[config.mk]
export PLATFORM = sky130hd
export DESIGN_NAME = id_ex_stage_flat
export DESIGN_NICKNAME = d
export VERILOG_FILES = /design/src/rtl/id_ex_stage_pkg.sv /design/src/rtl/id_ex_stage_if.sv /design/src/rtl/id_ex_stage_hazard_detect.sv /design/src/rtl/id_ex_stage.sv /design/src/flat_wrapper.sv
export SDC_FILE = /design/constraint.sdc
export NUM_CORES = 1
export LEC_CHECK = 0
export BUFFER_PORTS_ARGS = -buffer_cell sky130_fd_sc_hd__buf_4
export CORE_ASPECT_RATIO = 0.9
export CORE_MARGIN = 10
export CORE_UTILIZATION = 42
export CTS_CLUSTER_SIZE = 20
export DETAILED_ROUTE_END_ITERATION = 16
export PLACE_DENSITY = 0.86
export SETUP_SLACK_MARGIN = 0.4
export SKIP_CTS_REPAIR_TIMING = 1
export SYNTH_ARGS = -nofsm -noshare
export SYNTH_HDL_FRONTEND = slang
export SYNTH_SLANG_ARGS = --single-unit
[constraint.sdc]
create_clock -name clk -period 2.1 [get_ports clk]
set_clock_uncertainty 0.15 [all_clocks]
set_input_delay 0.42 -clock clk [delete_from_list [all_inputs] [get_ports clk]]
set_output_delay 0.42 -clock clk [all_outputs]
set_load 0.03 [all_outputs]
[src/rtl/id_ex_stage_pkg.sv]
// ---------------------------------------------------------------------------
// id_ex_stage_pkg
// Shared types and constants for the ID/EX pipeline stage.
//   XLEN / CTRL_W      : datapath and opaque control-bundle widths
//   REG_ZERO           : architectural zero-register index (never a hazard)
//   ZERO_WORD          : all-zero datapath word
//   CTRL_*             : field positions inside the opaque ex_ctrl bundle
//   idex_payload_t     : everything decode hands to EX for one instruction
//   sat_inc32()        : saturating increment for the optional perf counters
// ---------------------------------------------------------------------------
package id_ex_stage_pkg;

    localparam int XLEN   = 32;
    localparam int CTRL_W = 8;

    localparam logic [4:0]      REG_ZERO  = 5'd0;
    localparam logic [XLEN-1:0] ZERO_WORD = '0;

    // Layout of ex_ctrl; the stage itself never looks inside it.
    localparam int CTRL_ALU_OP_LSB = 0;
    localparam int CTRL_ALU_OP_W   = 4;
    localparam int CTRL_BRANCH_BIT = 4;
    localparam int CTRL_JUMP_BIT   = 5;
    localparam int CTRL_WB_SEL_LSB = 6;
    localparam int CTRL_WB_SEL_W   = 2;

    typedef struct packed {
        logic [XLEN-1:0]   pc;
        logic [XLEN-1:0]   imm;
        logic [XLEN-1:0]   rs1_data;
        logic [XLEN-1:0]   rs2_data;
        logic [4:0]        rs1;
        logic [4:0]        rs2;
        logic [4:0]        rd;
        logic              uses_rs1;
        logic              uses_rs2;
        logic              reg_write;
        logic              mem_read;
        logic              mem_write;
        logic [CTRL_W-1:0] ctrl;
    } idex_payload_t;

    function automatic logic [31:0] sat_inc32(input logic [31:0] v);
        return (v == 32'hFFFF_FFFF) ? v : v + 32'd1;
    endfunction

endpackage

[src/rtl/id_ex_stage_if.sv]
// ---------------------------------------------------------------------------
// id_ex_stage_if
// Valid/ready instruction bus between pipeline stages.
//   valid : producer holds a valid instruction
//   ready : consumer accepts this cycle
//   data  : instruction payload (idex_payload_t)
// master = producer side, slave = consumer side.
// ---------------------------------------------------------------------------
interface id_ex_stage_if;
    import id_ex_stage_pkg::*;

    logic          valid;
    logic          ready;
    idex_payload_t data;

    modport master (output valid, output data, input ready);
    modport slave  (input valid, input data, output ready);

endinterface

[src/rtl/id_ex_stage_hazard_detect.sv]
// ---------------------------------------------------------------------------
// idex_hazard_detect
// Pure combinational load-use compare between the instruction held in EX and
// the one waiting in decode.
//   ex_valid, ex_mem_read, ex_rd           : instruction currently in EX
//   id_valid, id_uses_rs1/2, id_rs1/2      : instruction waiting in decode
//   hazard                                 : decode must wait one cycle
// ---------------------------------------------------------------------------
module idex_hazard_detect
    import id_ex_stage_pkg::*;
(
    input  logic       ex_valid,
    input  logic       ex_mem_read,
    input  logic [4:0] ex_rd,
    input  logic       id_valid,
    input  logic       id_uses_rs1,
    input  logic       id_uses_rs2,
    input  logic [4:0] id_rs1,
    input  logic [4:0] id_rs2,
    output logic       hazard
);

    logic rs1_hit;
    logic rs2_hit;

    // Only operands the instruction really reads can create a dependency.
    assign rs1_hit = id_uses_rs1 & (id_rs1 == ex_rd);
    assign rs2_hit = id_uses_rs2 & (id_rs2 == ex_rd);

    // A load into x0 never produces a value worth waiting for.
    assign hazard = ex_valid & ex_mem_read & (ex_rd != REG_ZERO)
                  & (rs1_hit | rs2_hit) & id_valid;

endmodule

[src/rtl/id_ex_stage.sv]
// ---------------------------------------------------------------------------
// id_ex_stage
// ID/EX pipeline register with load-use interlock and redirect flush.
//   clk, rst_n (sync, active-low), flush (redirect kills stage + incoming)
//   id_if  (slave)  : decoded instruction from ID, id_if.ready back-pressure
//   ex_if  (master) : held instruction to EX, ex_if.ready = EX consumes it
//   stall_o         : load-use hazard this cycle (fetch/PC hold)
// Optional macro IDEX_PERF_CNT_EN adds saturating counters perf_accept,
// perf_bubble (load-use bubbles) and perf_flush (flushes killing a valid
// instruction).
// ---------------------------------------------------------------------------
module id_ex_stage
    import id_ex_stage_pkg::*;
(
    input  logic          clk,
    input  logic          rst_n,
    input  logic          flush,
    id_ex_stage_if.slave  id_if,
    id_ex_stage_if.master ex_if,
    output logic          stall_o
`ifdef IDEX_PERF_CNT_EN
    ,
    output logic [31:0]   perf_accept,
    output logic [31:0]   perf_bubble,
    output logic [31:0]   perf_flush
`endif
);

    logic          ex_valid_q;
    idex_payload_t ex_q;
    idex_payload_t ex_out;
    logic          hazard;
    logic          ready;
    logic          accept;
    logic          bubble;

    idex_hazard_detect u_hazard (
        .ex_valid    (ex_valid_q),
        .ex_mem_read (ex_q.mem_read),
        .ex_rd       (ex_q.rd),
        .id_valid    (id_if.valid),
        .id_uses_rs1 (id_if.data.uses_rs1),
        .id_uses_rs2 (id_if.data.uses_rs2),
        .id_rs1      (id_if.data.rs1),
        .id_rs2      (id_if.data.rs2),
        .hazard      (hazard)
    );

    // rst_n gates ready so decode never sees a handshake while in reset.
    assign ready       = rst_n & ~flush & ~hazard & (~ex_valid_q | ex_if.ready);
    assign id_if.ready = ready;
    assign accept      = id_if.valid & ready;
    // Covers both the load-use bubble and a plain empty upstream.
    assign bubble      = ex_if.ready & ex_valid_q & ~accept;
    assign stall_o     = hazard;

    always_ff @(posedge clk) begin
        if (!rst_n) begin
            ex_valid_q <= 1'b0;
            ex_q       <= '0;
        end else if (flush) begin
            ex_valid_q <= 1'b0;
        end else if (accept) begin
            ex_valid_q <= 1'b1;
            ex_q       <= id_if.data;
        end else if (bubble) begin
            ex_valid_q <= 1'b0;
        end
    end

    // Side-effecting controls are masked so a bubble can never write state.
    always_comb begin
        ex_out           = ex_q;
        ex_out.reg_write = ex_q.reg_write & ex_valid_q;
        ex_out.mem_read  = ex_q.mem_read  & ex_valid_q;
        ex_out.mem_write = ex_q.mem_write & ex_valid_q;
    end

    assign ex_if.valid = ex_valid_q;
    assign ex_if.data  = ex_out;

`ifdef IDEX_PERF_CNT_EN
    always_ff @(posedge clk) begin
        if (!rst_n) begin
            perf_accept <= '0;
            perf_bubble <= '0;
            perf_flush  <= '0;
        end else begin
            if (accept)
                perf_accept <= sat_inc32(perf_accept);
            // Only bubbles caused by the interlock, not an idle upstream.
            if (!flush && bubble && hazard)
                perf_bubble <= sat_inc32(perf_bubble);
            if (flush && ex_valid_q)
                perf_flush <= sat_inc32(perf_flush);
        end
    end
`endif

endmodule

[src/flat_wrapper.sv]
// flat-port wrapper written by rule: the top's interface ports become plain ports
module id_ex_stage_flat import id_ex_stage_pkg::*;
  (clk, rst_n, flush, stall_o, id_if_valid, id_if_data, id_if_ready, ex_if_valid, ex_if_data, ex_if_ready);
  id_ex_stage_if id_if_i ();
  id_ex_stage_if ex_if_i ();
  input  logic clk;
  input  logic rst_n;
  input  logic flush;
  output logic stall_o;
  input wire logic [$bits(id_if_i.valid)-1:0] id_if_valid;
  input wire logic [$bits(id_if_i.data)-1:0] id_if_data;
  output wire logic [$bits(id_if_i.ready)-1:0] id_if_ready;
  output wire logic [$bits(ex_if_i.valid)-1:0] ex_if_valid;
  output wire logic [$bits(ex_if_i.data)-1:0] ex_if_data;
  input wire logic [$bits(ex_if_i.ready)-1:0] ex_if_ready;
  assign id_if_i.valid = id_if_valid;
  assign id_if_i.data = id_if_data;
  assign id_if_ready = id_if_i.ready;
  assign ex_if_valid = ex_if_i.valid;
  assign ex_if_data = ex_if_i.data;
  assign ex_if_i.ready = ex_if_ready;
  id_ex_stage u_core (.clk(clk), .rst_n(rst_n), .flush(flush), .id_if(id_if_i), .ex_if(ex_if_i), .stall_o(stall_o));
endmodule
==> results_dict.tcl <==
set metrics [dict create \
    netlist_area_mm2 0.00746 \
    drc 0 \
    clock-root-buffer "clkbuf_16" \
    path_max_fanout 4 \
    r2r_slack_ns -0.32 \
    wl_per_cell_um 16.7 \
    outcome "finished, violations left" \
    grt_usage_pct 15.9 \
    syn_nets 1002 \
    dp_hpwl_um 15600 \
    antenna_found_initial 0 \
    grt_overflow 0 \
    area_growth_syn_to_layout_pct 38.2 \
    reg2reg_depth 9 \
    synth_cell_types 21 \
    synth_area_leaders "dfxtp_1, mux2i_1, buf_4" \
    seq_area_frac_synth_pct 42.1 \
    hold_class "primary input to flip-flop" \
    dr_total_vias 5614 \
    timing.rr.start "u_core.ex_if.data[15]$_SDFFE_PN0P_" \
    synth-adder-area-share_pct 0 \
    yosys.area_share.simple_pct 8.82 \
    drt-vias-per-instance 4.33 \
    endpoint_kind "primary output" \
    yosysTopAreaCell "dfxtp_1" \
    synth_top_family_by_area "buffers and inverters" \
    fin_ws_ns -0.451 \
    core.rowCount 46 \
    post-route-period-util_pct 121 \
    synth-seq-cells 157 \
    slew_viol_final 0 \
    drive_gt1_share_pct 39.9 \
    path_clk_slew_ns 0.07 \
    syn_area_per_cell_um2 8.87 \
    final_antenna_net_count 0 \
    crit_top_cell "buf_4" \
    critPathMaxStageDelay_ns 0.36 \
    slowest_stage "dfxtp_4" \
    start_kind "flip-flop" \
    synth_compound_gate_area_share_pct 0.537 \
    syn_inst 841 \
    dieArea_mm2 0.0235 \
    path_cells "xor2_2 > nor4_2 > a32oi_2 > buf_4 > nor2_4 > buf_4" \
    core-area_mm2 0.0176 \
    critPathLaunch "u_core.ex_if.data[15]$_SDFFE_PN0P_" \
    synth_top_area_share_pct 42.1 \
    layout_commonest_cell "buf_4" \
    cts_tree "yes" \
    port_buffers 319 \
    utilization_pct 58.8 \
    min_period_ns 2.55 \
    rr_endpoint "u_core.ex_if.data[42]$_SDFFE_PN0P_" \
    leakage_nw 6.15 \
    final-hold-violation-count 0 \
    yosysWarnings 0 \
    synthMuxAreaShare_pct 20.9 \
    gp_congestion 0.775 \
    antenna_cells 0 \
    max_freq_mhz 392 \
    arrival_ns 1.98 \
    cts_buffer_depth 2 \
    hold_depth 3 \
    drv_cap 0 \
    clock_sinks 157 \
    synth_xor_area_share_pct 1.17 \
    num-nets-final 1204 \
    grt_max_degree 158 \
    clock_latency_ns 0.42 \
    path_class "flip-flop to primary output" \
    die_h_um 146 \
    initialDrtViolationCount 235 \
    max_slew_margin_pct 50.1 \
    rsz0062_at_grt "true" \
    violations "negative setup slack" \
    layout_common_cells "buf_4, nand2_1, inv_1" \
    die_x_um 161 \
    ir_drop_mv 0.504 \
    finalSetupViolCount 158 \
    worst_slew_pin_slew_ns 0.749 \
    dr.pass1.iters 4 \
    required_ns 1.53 \
    numCtsBuffers 17 \
    tns_ns -35.04 \
    htree_levels 4 \
    p_per_area_mw_per_mm2 740 \
    initial_core_util_pct 42.5 \
    grt_pass1_wl_um 30300 \
    grt_pass1_vias 5739 \
    wl_um 21600 \
    endpoint "stall_o" \
    io_pins 320 \
]
[final cells by class]
class	instances	area [um^2]
inverter	156	586
timing repair buffer	371	3270
multi-input combinational	340	2430
clock inverter	13	133
fill	1436	7240
tap	240	300
clock buffer	19	433
sequential	157	3160
[power by group]
group,internal (W),switching [W]
clock,0.00166,0.00133
sequential,0.00315,0.0000947
combinational,0.000663,0.000743
[critical path, delay by kind of cell (launching register included)]
family	cells	cell delay, ns
xor gates and xnor gates	1	0.15
AOI/OAI and AO/OA	1	0.18
DFF	1	0.36
and+or+nand+nor	2	0.50
buffers and inverters	2	0.37
[cells by family after synthesis]
| kind of cell | Yosys count |
|---|---|
| compound gates | 5 |
| xor+xnor | 10 |
| buf+inv | 344 |
| flops | 157 |
| mux | 156 |
| simple gates | 169 |
[how the worst min path moves through the flow]
stage                                             from                                  to  slack (ns)
after CTS                               id_if_data[96]  u_core.ex_if.data[96]$_SDFFE_PN0P_        0.07
after global routing                    id_if_data[14]  u_core.ex_if.data[14]$_SDFFE_PN0P_        0.07
after global placement    u_core.ex_q[10]$_SDFFE_PN0P_        u_core.ex_q[10]$_SDFFE_PN0P_        0.29
final                                   id_if_data[14]  u_core.ex_if.data[14]$_SDFFE_PN0P_        0.09
after floorplan            u_core.ex_q[9]$_SDFFE_PN0P_         u_core.ex_q[9]$_SDFFE_PN0P_        0.28
after detailed placement  u_core.ex_q[10]$_SDFFE_PN0P_        u_core.ex_q[10]$_SDFFE_PN0P_        0.30
[cell usage after synthesis]
library cell    n
buf_4         157
dfxtp_1       157
nand2_1       157
inv_1         156
mux2i_1       156
clkbuf_1       18
buf_6          12
xor2_1          9
and2_1          3
nor2_1          3
nand2b_1        2
nor4_1          2
a21oi_1         1
a32oi_1         1
buf_2           1
nor2b_1         1
o2111ai_1       1
o211ai_2        1
o21ai_0         1
or4_1           1
xnor2_1         1
[flip-flops by register name, summed over array words and instances (netlist names)]
name	cells
u_core.ex_if.data	153
u_core.ex_if.valid	1
u_core.ex_q	3
[per-stage QoR]
step / area, um^2 / setup WS [ns] / hold WS [ns] / power, W / std cells
after floorplan: 7550 / 0.0415 / 0.283 / 0.00421 / 841
after global placement: 9160 / -0.226 / 0.293 / 0.00458 / 1244
after detailed placement: 9160 / -0.282 / 0.303 / 0.00461 / 1244
after CTS: 9720 / -0.511 / 0.0706 / 0.00761 / 1276
after global routing: 10300 / -0.574 / 0.0714 / 0.00796 / 1296
final: 10300 / -0.451 / 0.0903 / 0.00764 / 1296
[per-layer routing]
| metal | track usage [%] | up-vias | part of all wire (%) |
|---|---|---|---|
| met1 | 17.2 | 2594 | 39 |
| met4 | 4.04 | 0 | 0.89 |
| met5 | 0 | - | 0 |
| met3 | 8.29 | 9 | 10 |
| li1 | - | 2784 | - |
| met2 | 26.9 | 227 | 49 |
(Power assumes the default switching activity.)
